$ cat config.mk
export PLATFORM = sky130hd
export DESIGN_NAME = sar_search
export DESIGN_NICKNAME = d
export VERILOG_FILES = /design/src/rtl/sar_pkg.sv /design/src/rtl/sar_step.sv /design/src/rtl/sar_search.sv
export SDC_FILE = /design/constraint.sdc
export NUM_CORES = 1
export LEC_CHECK = 0
export ABC_AREA = 1
export CAP_MARGIN = 20
export CORE_MARGIN = 4
export CORE_UTILIZATION = 43
export DETAILED_ROUTE_END_ITERATION = 12
export GPL_TIMING_DRIVEN = 0
export PLACE_DENSITY = 0.74
export SYNTH_ARGS = -nofsm -noshare
export SYNTH_HDL_FRONTEND = slang
export SYNTH_HIERARCHICAL = 1
export SYNTH_SLANG_ARGS = --single-unit
$ cat constraint.sdc
create_clock -name clk -period 1.2 [get_ports clk]
set_input_delay 0.12 -clock clk [delete_from_list [all_inputs] [get_ports clk]]
set_output_delay 0.12 -clock clk [all_outputs]
set_load 0.01 [all_outputs]
$ cat src/rtl/sar_pkg.sv
// Shared types for the successive-approximation search controller:
// FSM state encoding, comparator flag bundle and a one-hot test on the flags.
package sar_pkg;

  typedef enum logic [0:0] {
    ST_IDLE   = 1'b0,
    ST_SEARCH = 1'b1
  } sar_state_e;

  typedef struct packed {
    logic l;
    logic e;
    logic s;
  } sar_flags_t;

  // Exactly one flag set: odd population that is not all three.
  function automatic logic flags_onehot(input sar_flags_t f);
    return (f.l ^ f.e ^ f.s) & ~(f.l & f.e & f.s);
  endfunction

endpackage

$ cat src/rtl/sar_step.sv
// Combinational decode of one search step: from the current probe, bit index
// and comparator flags, produce the next probe or the terminating result.
module sar_step
  import sar_pkg::*;
#(
  parameter int W  = 4,
  parameter int KW = $clog2(W)
) (
  input  logic [W-1:0]  i_probe,
  input  logic [KW-1:0] i_k,
  input  sar_flags_t    i_flags,
  input  logic          i_flag_err,
  output logic [W-1:0]  o_next_probe,
  output logic          o_finish,
  output logic [W-1:0]  o_result,
  output logic          o_exact
);

  logic [W-1:0] w_one;
  logic [W-1:0] w_bit_k;
  logic [W-1:0] w_bit_km1;
  logic [W-1:0] w_cleared;
  logic         w_last;

  assign w_one     = {{(W-1){1'b0}}, 1'b1};
  assign w_bit_k   = w_one << i_k;
  // Shifting right by one yields zero at k==0, where it is never used anyway.
  assign w_bit_km1 = w_bit_k >> 1;
  assign w_cleared = i_probe & ~w_bit_k;
  assign w_last    = (i_k == {KW{1'b0}});

  // Flag decode in priority order: protocol error, E, L, then S (also no flag).
  always_comb begin
    o_next_probe = i_probe;
    o_finish     = 1'b0;
    o_result     = i_probe;
    o_exact      = 1'b0;
    if (i_flag_err) begin
      o_finish = 1'b1;
    end else if (i_flags.e) begin
      o_finish = 1'b1;
      o_exact  = 1'b1;
    end else if (i_flags.l) begin
      if (w_last) begin
        o_finish = 1'b1;
      end else begin
        o_next_probe = i_probe | w_bit_km1;
      end
    end else begin
      if (w_last) begin
        o_finish = 1'b1;
        o_result = w_cleared;
      end else begin
        o_next_probe = w_cleared | w_bit_km1;
      end
    end
  end

endmodule

$ cat src/rtl/sar_search.sv
// Successive-approximation search controller driving a magnitude comparator.
// Optional macro SAR_ONEHOT_CHK_EN enables the one-hot check on L/E/S (err).
module sar_search
  import sar_pkg::*;
#(
  parameter  int W  = 4,
  localparam int KW = $clog2(W),
  localparam int SW = $clog2(W + 1)
) (
  input  logic          clk,
  input  logic          rst_n,
  input  logic          start,
  input  logic          abort,
  input  logic          L,
  input  logic          E,
  input  logic          S,
  output logic [W-1:0]  probe,
  output logic          busy,
  output logic          done,
  output logic [W-1:0]  result,
  output logic          exact,
  output logic [SW-1:0] steps,
  output logic          err
);

  localparam logic [W-1:0]  PROBE_MSB = {1'b1, {(W-1){1'b0}}};
  localparam logic [KW-1:0] K_TOP     = KW'(W - 1);
  localparam logic [KW-1:0] K_ONE     = KW'(1);
  localparam logic [SW-1:0] CNT_ONE   = SW'(1);

  sar_state_e    r_state;
  sar_state_e    w_state_nxt;
  logic [W-1:0]  r_probe,  w_probe_nxt;
  logic [KW-1:0] r_k,      w_k_nxt;
  logic [SW-1:0] r_cnt,    w_cnt_nxt;
  logic          r_busy,   w_busy_nxt;
  logic          r_done,   w_done_nxt;
  logic [W-1:0]  r_result, w_result_nxt;
  logic          r_exact,  w_exact_nxt;
  logic [SW-1:0] r_steps,  w_steps_nxt;
  logic          r_err,    w_err_nxt;

  sar_flags_t    w_flags;
  logic          w_flag_err;
  logic [W-1:0]  w_step_probe;
  logic          w_step_finish;
  logic [W-1:0]  w_step_result;
  logic          w_step_exact;

  assign w_flags = {L, E, S};

`ifdef SAR_ONEHOT_CHK_EN
  assign w_flag_err = ~flags_onehot(w_flags);
`else
  assign w_flag_err = 1'b0;
`endif

  sar_step #(.W(W), .KW(KW)) u_step (
    .i_probe      (r_probe),
    .i_k          (r_k),
    .i_flags      (w_flags),
    .i_flag_err   (w_flag_err),
    .o_next_probe (w_step_probe),
    .o_finish     (w_step_finish),
    .o_result     (w_step_result),
    .o_exact      (w_step_exact)
  );

  // State register.
  always_ff @(posedge clk) begin
    if (!rst_n) begin
      r_state <= ST_IDLE;
    end else begin
      r_state <= w_state_nxt;
    end
  end

  // Next-state decode; start in IDLE wins over a simultaneous abort.
  always_comb begin
    w_state_nxt = r_state;
    case (r_state)
      ST_IDLE: begin
        if (start) begin
          w_state_nxt = ST_SEARCH;
        end else begin
          w_state_nxt = ST_IDLE;
        end
      end
      ST_SEARCH: begin
        if (abort || w_step_finish) begin
          w_state_nxt = ST_IDLE;
        end else begin
          w_state_nxt = ST_SEARCH;
        end
      end
      default: w_state_nxt = ST_IDLE;
    endcase
  end

  // Output/datapath next values; results only move on a completed search.
  always_comb begin
    w_probe_nxt  = r_probe;
    w_k_nxt      = r_k;
    w_cnt_nxt    = r_cnt;
    w_busy_nxt   = r_busy;
    w_done_nxt   = 1'b0;
    w_result_nxt = r_result;
    w_exact_nxt  = r_exact;
    w_steps_nxt  = r_steps;
    w_err_nxt    = r_err;
    case (r_state)
      ST_IDLE: begin
        if (start) begin
          w_probe_nxt = PROBE_MSB;
          w_k_nxt     = K_TOP;
          w_cnt_nxt   = {SW{1'b0}};
          w_busy_nxt  = 1'b1;
        end else begin
          w_busy_nxt  = 1'b0;
        end
      end
      ST_SEARCH: begin
        w_cnt_nxt = r_cnt + CNT_ONE;
        if (abort) begin
          w_probe_nxt = {W{1'b0}};
          w_busy_nxt  = 1'b0;
        end else if (w_step_finish) begin
          w_probe_nxt  = {W{1'b0}};
          w_busy_nxt   = 1'b0;
          w_done_nxt   = 1'b1;
          w_result_nxt = w_step_result;
          w_exact_nxt  = w_step_exact;
          w_steps_nxt  = r_cnt + CNT_ONE;
          w_err_nxt    = r_err | w_flag_err;
        end else begin
          w_probe_nxt = w_step_probe;
          w_k_nxt     = r_k - K_ONE;
        end
      end
      default: begin
        w_probe_nxt = {W{1'b0}};
        w_busy_nxt  = 1'b0;
      end
    endcase
  end

  // Datapath and output registers.
  always_ff @(posedge clk) begin
    if (!rst_n) begin
      r_probe  <= {W{1'b0}};
      r_k      <= {KW{1'b0}};
      r_cnt    <= {SW{1'b0}};
      r_busy   <= 1'b0;
      r_done   <= 1'b0;
      r_result <= {W{1'b0}};
      r_exact  <= 1'b0;
      r_steps  <= {SW{1'b0}};
      r_err    <= 1'b0;
    end else begin
      r_probe  <= w_probe_nxt;
      r_k      <= w_k_nxt;
      r_cnt    <= w_cnt_nxt;
      r_busy   <= w_busy_nxt;
      r_done   <= w_done_nxt;
      r_result <= w_result_nxt;
      r_exact  <= w_exact_nxt;
      r_steps  <= w_steps_nxt;
      r_err    <= w_err_nxt;
    end
  end

  assign probe  = r_probe;
  assign busy   = r_busy;
  assign done   = r_done;
  assign result = r_result;
  assign exact  = r_exact;
  assign steps  = r_steps;
  assign err    = r_err;

endmodule
==> impl_metrics.ini, run 1 <==
[sta]
setup_viol = 12
hold_ws_ns = 0.466
period_needed_ns = 1.27
drv_slew = 0
rsz0062_at_grt = yes
fin_crit_sh_pct = 106
setup_ws_ns = -0.0724
fmaxAchievable_mhz = 786
clock_skew_ns = 0.00290
hold_viol_final = 0

[critical_path]
critPathTopFamily = simple AND/OR/NAND/NOR gates
worstPathMaxFanout = 7
cp.buffers_inverters = 1
critPathCaptureType = register
cp_data_required_time_ns = 1.40
cp_slowest_cell = dfxtp_4
start_kind = register
cp_data_arrival_time_ns = 1.47
crit_path_start = r_k[1]
crit_chain = or2_1 -> nand2_1 -> buf_6 -> nor2_4 -> nand2_2 -> nand2_4 -> nor2_2 -> nor2_1
cpPeakStageDelay_ns = 0.36
criticalPathCategory = register to register
r2r-start = r_k[1]

[job]
maxCapViolCount = 0

[detailed_routing]
num_vias = 951
drt_wl_total_um = 2170
wl_met2_um = 1050
drcViolationCount = 0
postRouteAntennaNets = 0
wl_met1_um = 993
routedWlPerCell_um = 11.1
highest_layer = met4
drt_iter0_drc = 14
via_per_inst = 4.88
drt_pass1_iterations = 4
met3WireLength_um = 106

[yosys]
yosysSeqAreaShare_pct = 41.6
ys_seq_elements = 20
synth_area_um2 = 962
yosysWarnings = 6
synthCells = 136
synth.avg_cell_area_um2 = 7.07
synth.distinct_cells = 21

[place]
gp_congestion = 0.813
dpl_cell_area_mm2 = 0.00119
dp_hpwl_um = 1440
dp.cells = 184
portBuffers = 19

[clock_tree]
cts.sinks = 20
clk_latency_ns = 0.29
cts_tree = yes
root_buffer = clkbuf_4
clk_path_buf_depth = 2
ctsHtreeMaxLevel = 1
cts.clk_slew.worst_paths_ns = 0.11
cts_buffers = 3
ctsHoldBuffers = 0

[global_route]
grt_pass1_vias = 903
grt_max_degree = 12
antenna_found_initial = 0
gr-usage-all-layers_pct = 14.8
grt_overflow_total = 0
grt_pass1_wl_um = 3750

[power_and_ir_drop]
ir_drop_mv = 0.592
leakage_nw = 0.620
power_density_mw_per_mm2 = 984

[cells_and_area]
multi_input_area_um2 = 508
fin_cells = 195
layout-drive-gt1-share_pct = 24.4
fin_util_pct = 64.8
seq_area_um2 = 412
finalNetCount = 177
syn2layout_area_growth_pct = 37.5
fin_area_mm2 = 0.00132
antenna_cells = 0
n_fill_cell = 198

[die]
start_util_pct = 47.1
rows = 16
die-area_mm2 = 0.00306
io_pins = 22
die_y_um = 55.3
core_area_mm2 = 0.00204
die_x_um = 55.3

[min_path]
hp-class = register to register
worstHoldStart = steps[0]

[status]
status = finished, violations left
violations = negative setup slack
[layout make-up]
cell class                 instances  share of cell area, %
buffer                             8                   3.60
sequential                        20                   31.1
tap                               27                   2.55
inverter                          17                   4.82
clock buffer                       4                   2.74
timing repair buffer              25                   16.7
multi-input combinational         94                   38.4
[power breakdown]
part           switching [W]  internal [W]
Clock               0.000201      0.000185
Sequential         0.0000116      0.000685
Combinational       0.000129     0.0000894
Total               0.000342      0.000959
[cells in the final DEF, fill, tap and decap left out, types with 2 or more instances in the layout]
cell type / synthesis / final
buf_6: 1 / 2
nand3_2: 0 / 2
dfxtp_1: 20 / 15
dfxtp_2: 0 / 3
clkdlybuf4s50_1: 0 / 5
clkbuf_1: 3 / 3
a21oi_2: 0 / 4
nand4_1: 7 / 7
a21oi_1: 14 / 10
inv_2: 3 / 3
buf_4: 2 / 7
dfxtp_4: 0 / 2
clkbuf_4: 0 / 3
o21ai_0: 3 / 3
nor2_1: 13 / 11
nand3_1: 10 / 9
nor2_4: 3 / 3
inv_1: 14 / 14
nor2_2: 0 / 2
buf_2: 2 / 2
conb_1: 1 / 3
nand2_2: 2 / 5
nand2_1: 33 / 29
dlygate4sd2_1: 0 / 14
[synthesized netlist by cell type]
library cell | instances | share of area [%]
nand2_1 | 33 | 13
dfxtp_1 | 20 | 42
a21oi_1 | 14 | 7.3
inv_1 | 14 | 5.5
nor2_1 | 13 | 5.1
nand3_1 | 10 | 5.2
nand4_1 | 7 | 4.6
clkbuf_1 | 3 | 1.2
inv_2 | 3 | 1.2
nor2_4 | 3 | 3.5
o21ai_0 | 3 | 1.6
buf_2 | 2 | 1.0
buf_4 | 2 | 1.6
nand2_2 | 2 | 1.3
a21o_1 | 1 | 0.78
buf_6 | 1 | 1.2
conb_1 | 1 | 0.39
ha_1 | 1 | 1.3
nand3_4 | 1 | 1.8
o21ai_1 | 1 | 0.52
or2_1 | 1 | 0.65
[layer usage]
| metal | vias to the layer above | global-route usage (%) |
|---|---|---|
| met5 | - | 0 |
| met4 | 0 | 5.21 |
| met3 | 2 | 4.20 |
| met2 | 18 | 23.6 |
| met1 | 432 | 19.0 |
| li1 | 499 | - |
[registers in the layout, summed over array words and instances (netlist names)]
name,cells
r_k,2
result,4
busy,1
exact,1
r_cnt,3
done,1
steps,3
probe,4
r_state,1
[through the flow]
step	TNS, ns	worst slack, ns	total power (W)
finish	-0.464	-0.0724	0.00130
global route	-1.49	-0.137	0.00136
CTS	-0.0800	-0.0392	0.00130
detailed placement	-4.07	-0.357	0.000901
global placement	-3.77	-0.332	0.000898
floorplan	0	0.00784	0.000832
[what timing repair did]
action,CTS,global route
buffers inserted,4,2
cloned,1,0
gates resized for setup,25,10
pin swaps,4,4
endpoints found under the setup margin,30,16
[worst paths after layout]
path	end	slack (ns)	cells after the start
setup / recovery	r_k[0]	-0.07	8
hold reg to reg	steps[0]	0.47	2
hold / removal	steps[0]	0.47	2
setup reg to reg	r_k[0]	-0.07	8
[worst register-to-register path: cells and delay by family, from the launching register on]
family / cells / cell delay (ns)
buffers and inverters: 1 / 0.15
flip-flops: 1 / 0.36
AND/OR/NAND/NOR: 7 / 0.69
[logic make-up (layout without fill, tap and decap cells)]
family                   after synthesis  after routing  synth area share (%)
adder cells (fa/ha/maj)                1              1                  1.30
other                                  1              3                 0.390
buffers and inverters                 25             54                  11.6
AO/OA/AOI/OAI                         19             19                  10.1
flip-flops                            20             20                  41.6
AND/OR/NAND/NOR                       70             71                  35.0
Note: power is estimated with default switching activity, not from simulation.
==> run 2: changes to the inputs <==
Settings changed: CAP_MARGIN 20 to unset, CORE_MARGIN 4 to 5.
==> run 2 against run 1 <==
Global-route usage rose by 0.066 points. Die area grew 7.4%. Power rose by 13%. Clock skew grew 0.0044 ns. The run still ends with negative setup slack left. Non-clock buffer count decreased by 2.
==> impl_metrics.ini, run 2 (synthesis gave the netlist of run 1 again) <==
[detailed_routing]
routedWlPerCell_um = 11.5
via_per_inst = 4.93
drt_wl_total_um = 2230
num_vias = 957
drt_pass1_iterations = 4
drt_iter0_drc = 13
postRouteAntennaNets = 0
drcViolationCount = 0

[critical_path]
crit_chain = or2_4 -> nand2_4 -> buf_8 -> nor2_4 -> nand2_2 -> nand2_2 -> nor2_1 -> nor2_1
criticalPathCategory = register to register
start_kind = register
cp_data_required_time_ns = 1.41
cp.buffers_inverters = 1
ff2ff_setup_slack_ns = -0.05
critPathTopFamily = simple AND/OR/NAND/NOR gates
cp_data_arrival_time_ns = 1.46
critPathCaptureType = register
cpPeakStageDelay_ns = 0.36
worstPathMaxFanout = 6
cp_slowest_cell = dfxtp_4

[die]
die_x_um = 57.3
rows = 17
io_pins = 22
start_util_pct = 44.3
core_area_mm2 = 0.00217
die-area_mm2 = 0.00328
die_y_um = 57.3

[status]
status = finished, violations left
violations = negative setup slack

[clock_tree]
cts_buffers = 3
cts_tree = yes
cts.sinks = 20
clk_latency_ns = 0.31
root_buffer = clkbuf_4
ctsHtreeMaxLevel = 1
cts.clk_slew.worst_paths_ns = 0.11
clk_path_buf_depth = 2

[sta]
setup_ws_ns = -0.0456
drv_slew = 0
clock_skew_ns = 0.00731
period_needed_ns = 1.25
setup_viol = 5
fmaxAchievable_mhz = 803
hold_viol_final = 0
rsz0062_at_grt = yes
fin_crit_sh_pct = 104

[place]
dpl_cell_area_mm2 = 0.00119
portBuffers = 19
dp_hpwl_um = 1480
gp_congestion = 0.810

[power_and_ir_drop]
power_density_mw_per_mm2 = 1120
ir_drop_mv = 0.673
clock_power_share_pct = 37.7
switching_share_pct = 24.5
seqPwrFrac_pct = 47.4
power_frac_comb_pct = 15.0
fin_total_pwr_w = 0.00147
p_int_w = 0.00111
leakage_nw = 0.620
p_switching_w = 0.000360

[cells_and_area]
final_common_cell = nand2_1
layout-drive-gt1-share_pct = 21.7
antenna_cells = 0
finalNetCount = 175
layout_common_cells = 30 x nand2_1, 17 x dfxtp_1, 14 x dlygate4sd2_1
syn2layout_area_growth_pct = 37.2
fin_util_pct = 60.8
fin_area_mm2 = 0.00132
n_fill_cell = 215

[global_route]
grt_max_degree = 13
grt_pass1_vias = 903
antenna_found_initial = 0
grt_pass1_wl_um = 3860
grt_overflow_total = 0
gr-usage-all-layers_pct = 14.9

[job]
maxCapViolCount = 0

[min_path]
hp-class = register to register
## run 2: cell count changes in the layout (fill, tap and decap cells not counted), moves of 2 or more
cell | before | now
buf_4 | 7 | 5
nand3_2 | 2 | 0
buf_6 | 2 | 0
dfxtp_1 | 15 | 17
dfxtp_2 | 3 | 1
## run 2: stage by stage
step | setup TNS, ns | hold WS [ns] | cells | worst slack [ns]
after floorplan | 0 | 0.236 | 138 | 0.00784
after global placement | -3.74 | 0.449 | 185 | -0.330
after detailed placement | -4.07 | 0.453 | 185 | -0.354
after CTS | -0.136 | 0.468 | 194 | -0.0482
after global routing | -0.469 | 0.488 | 194 | -0.0975
final | -0.130 | 0.464 | 194 | -0.0456
## run 2: what timing repair did
action	4_1_cts	5_1_grt
setup buffers	3	0
cloned	2	0
gates resized for setup	22	10
setup endpoints to repair	30	16
hold buffers	0	0
pin swaps	4	5
## run 2: final cells by class
type	instances	area (µm²)	area share [%]
repair buffers	23	200	15.2
multi-input cells	94	508	38.5
clock inverters	1	30.0	2.27
well taps	28	35.0	2.65
plain buffers	8	51.3	3.89
flip-flops and latches	20	409	31.0
clock buffers	3	22.5	1.71
inverters	17	63.8	4.83
## run 2: final timing paths
check,start,end,cells after the start
worst max-delay path,r_k[1],r_k[1],8
worst min-delay path,result[0],result[0],2
worst max register to register,r_k[1],r_k[1],8
worst min register to register,result[0],result[0],2
## run 2: worst register-to-register path, stage by stage (launching register included)
cell,delay (ns)
dfxtp_4,0.36
or2_4,0.26
nand2_4,0.08
buf_8,0.13
nor2_4,0.06
nand2_2,0.07
nand2_2,0.07
nor2_1,0.09
nor2_1,0.05
## run 2: per-layer routing
layer / global-route usage (%) / vias to the layer above / share of wire [%]
met5: 0 / - / 0
met4: 6.62 / 0 / 2.3
met3: 2.94 / 7 / 6.1
met2: 25.0 / 30 / 47
met1: 18.3 / 428 / 45
li1: - / 492 / -
## run 2: power by group through the flow
stage / logic (W) / registers (W) / clock network (W)
floorplan: 0.000110 / 0.000722 / 0
global placement: 0.000178 / 0.000719 / 0
detailed placement: 0.000182 / 0.000721 / 0
CTS: 0.000204 / 0.000696 / 0.000560
global route: 0.000243 / 0.000700 / 0.000595
finish: 0.000220 / 0.000697 / 0.000554
==> run 3: changes to the inputs <==
Settings changed: REMOVE_ABC_BUFFERS set to 1.
==> run 3 against run 2 <==
The run now ends clean. Critical path depth is 1 lower. Sequential cell count stayed put. Register-to-register slack better by 0.06 ns. Routed wire length is 2.5% higher. Clock power is 46% lower. Critical path type unchanged.
==> impl_metrics.ini, run 3 (synthesis gave the netlist of run 1 again) <==
[cells_and_area]
finalNetCount = 172
layout_common_cells = 32 x nand2_1, 14 x inv_1, 14 x dfxtp_1, 14 x dlygate4sd2_1, 11 x a21oi_1
syn2layout_area_growth_pct = 34.8
fin_cells = 190
antenna_cells = 0
fin_util_pct = 59.8
final_common_cell = nand2_1
layout-drive-gt1-share_pct = 22.8

[critical_path]
cp_data_required_time_ns = 1.40
cp_slowest_cell = dfxtp_4
start_kind = register
crit_path_start = r_k[1]
criticalPathCategory = register to register
r2r-end = r_k[1]
critPathCaptureType = register
ff2ff_setup_slack_ns = 0.01
crit_top_cell = nand2_2
reg2reg_depth = 7
crit_chain = or2_4 -> nand2_8 -> nor2_4 -> nand2_2 -> nand2_2 -> nor2_2 -> nor2_1
worstPathMaxFanout = 6
r2r-start = r_k[1]
cpPeakStageDelay_ns = 0.36
cp_data_arrival_time_ns = 1.39
endpoint = r_k[1]

[global_route]
grt_pass1_wl_um = 3770
gr-usage-all-layers_pct = 14.2
antenna_found_initial = 0
grt_overflow_total = 0
grt_max_degree = 21
grt_pass1_vias = 930

[clock_tree]
cts_buffers = 3
cts.clk_slew.worst_paths_ns = 0.10
clk_latency_ns = 0.29
clk_path_buf_depth = 2
cts.sinks = 20
ctsHtreeMaxLevel = 1
cts_tree = yes
ctsHoldBuffers = 0
root_buffer = clkbuf_4

[power_and_ir_drop]
switching_share_pct = 27.2
clock_power_share_pct = 24.6
leakage_nw = 0.614
seqPwrFrac_pct = 58.2
ir_drop_mv = 0.987
p_switching_w = 0.000332
p_int_w = 0.000889
power_density_mw_per_mm2 = 941
power_frac_comb_pct = 17.2

[sta]
hold_viol_final = 0
drv_slew = 0
rsz0062_at_grt = yes
setup_viol = 0
fin_crit_sh_pct = 99.2
setup_ws_ns = 0.00964
period_needed_ns = 1.19
setup_tns_ns = 0
hold_ws_ns = 0.262
clock_skew_ns = 0.00742
fmaxAchievable_mhz = 840

[detailed_routing]
drcViolationCount = 0
drt_pass1_iterations = 4
drt_wl_total_um = 2280
routedWlPerCell_um = 12.0
via_per_inst = 4.94
num_vias = 939
postRouteAntennaNets = 0
drt_iter0_drc = 21

[min_path]
hold_depth = 5
hp-class = input port to register

[job]
maxCapViolCount = 0

[die]
io_pins = 22
rows = 17
die_y_um = 57.3
die_x_um = 57.3
core_area_mm2 = 0.00217
start_util_pct = 44.3
die-area_mm2 = 0.00328

[place]
place_ws_ns = -0.544
dp.cells = 177
gp_congestion = 0.812
portBuffers = 19
dp_hpwl_um = 1480

[status]
status = completed
run 3: power groups by stage:
stage               registers, W  logic [W]  clock network, W
finish                  0.000711   0.000210          0.000300
global route            0.000716   0.000234          0.000329
CTS                     0.000710   0.000184          0.000306
detailed placement      0.000733   0.000155                 0
global placement        0.000732   0.000151                 0
floorplan               0.000731  0.0000871                 0
run 3: worst max-delay path, delay by kind of cell (launching register included):
| family | cells | cell delay, ns |
|---|---|---|
| flip-flops | 1 | 0.36 |
| AND/OR/NAND/NOR | 7 | 0.73 |
run 3: cell type report:
type,instances,area (µm²)
clock buffers,3,22.5
fillers,213,872
inverters,17,63.8
multi-input cells,95,522
flip-flops and latches,20,415
well taps,28,35.0
repair buffers,27,239
run 3: per-layer routing:
metal  vias to the layer above  wire length, µm  track usage, %
met2                        19             1200            26.1
met4                         0               14            3.97
met5                         -                0               0
li1                        485                -               -
met3                         2              120            4.07
met1                       433              950            15.7
run 3: metrics by stage:
stage | area (µm²) | power [W]
after floorplan | 922 | 0.000818
after global placement | 1150 | 0.000883
after detailed placement | 1150 | 0.000888
after CTS | 1210 | 0.00120
after global routing | 1300 | 0.00128
final | 1300 | 0.00122
run 3: timing repair:
action                     CTS  global route
buffers inserted             4             4
pin swaps                    2             8
gates resized for setup     26            11
setup endpoints to repair   34            13
gates cloned                 0             2
run 3: worst min-delay path by stage:
stage	startpoint	end	slack [ns]
floorplan	rst_n	r_state	0.24
global placement	result[0]	result[0]	0.45
detailed placement	result[0]	result[0]	0.46
CTS	result[0]	result[0]	0.47
global route	E	exact	0.32
finish	E	exact	0.26
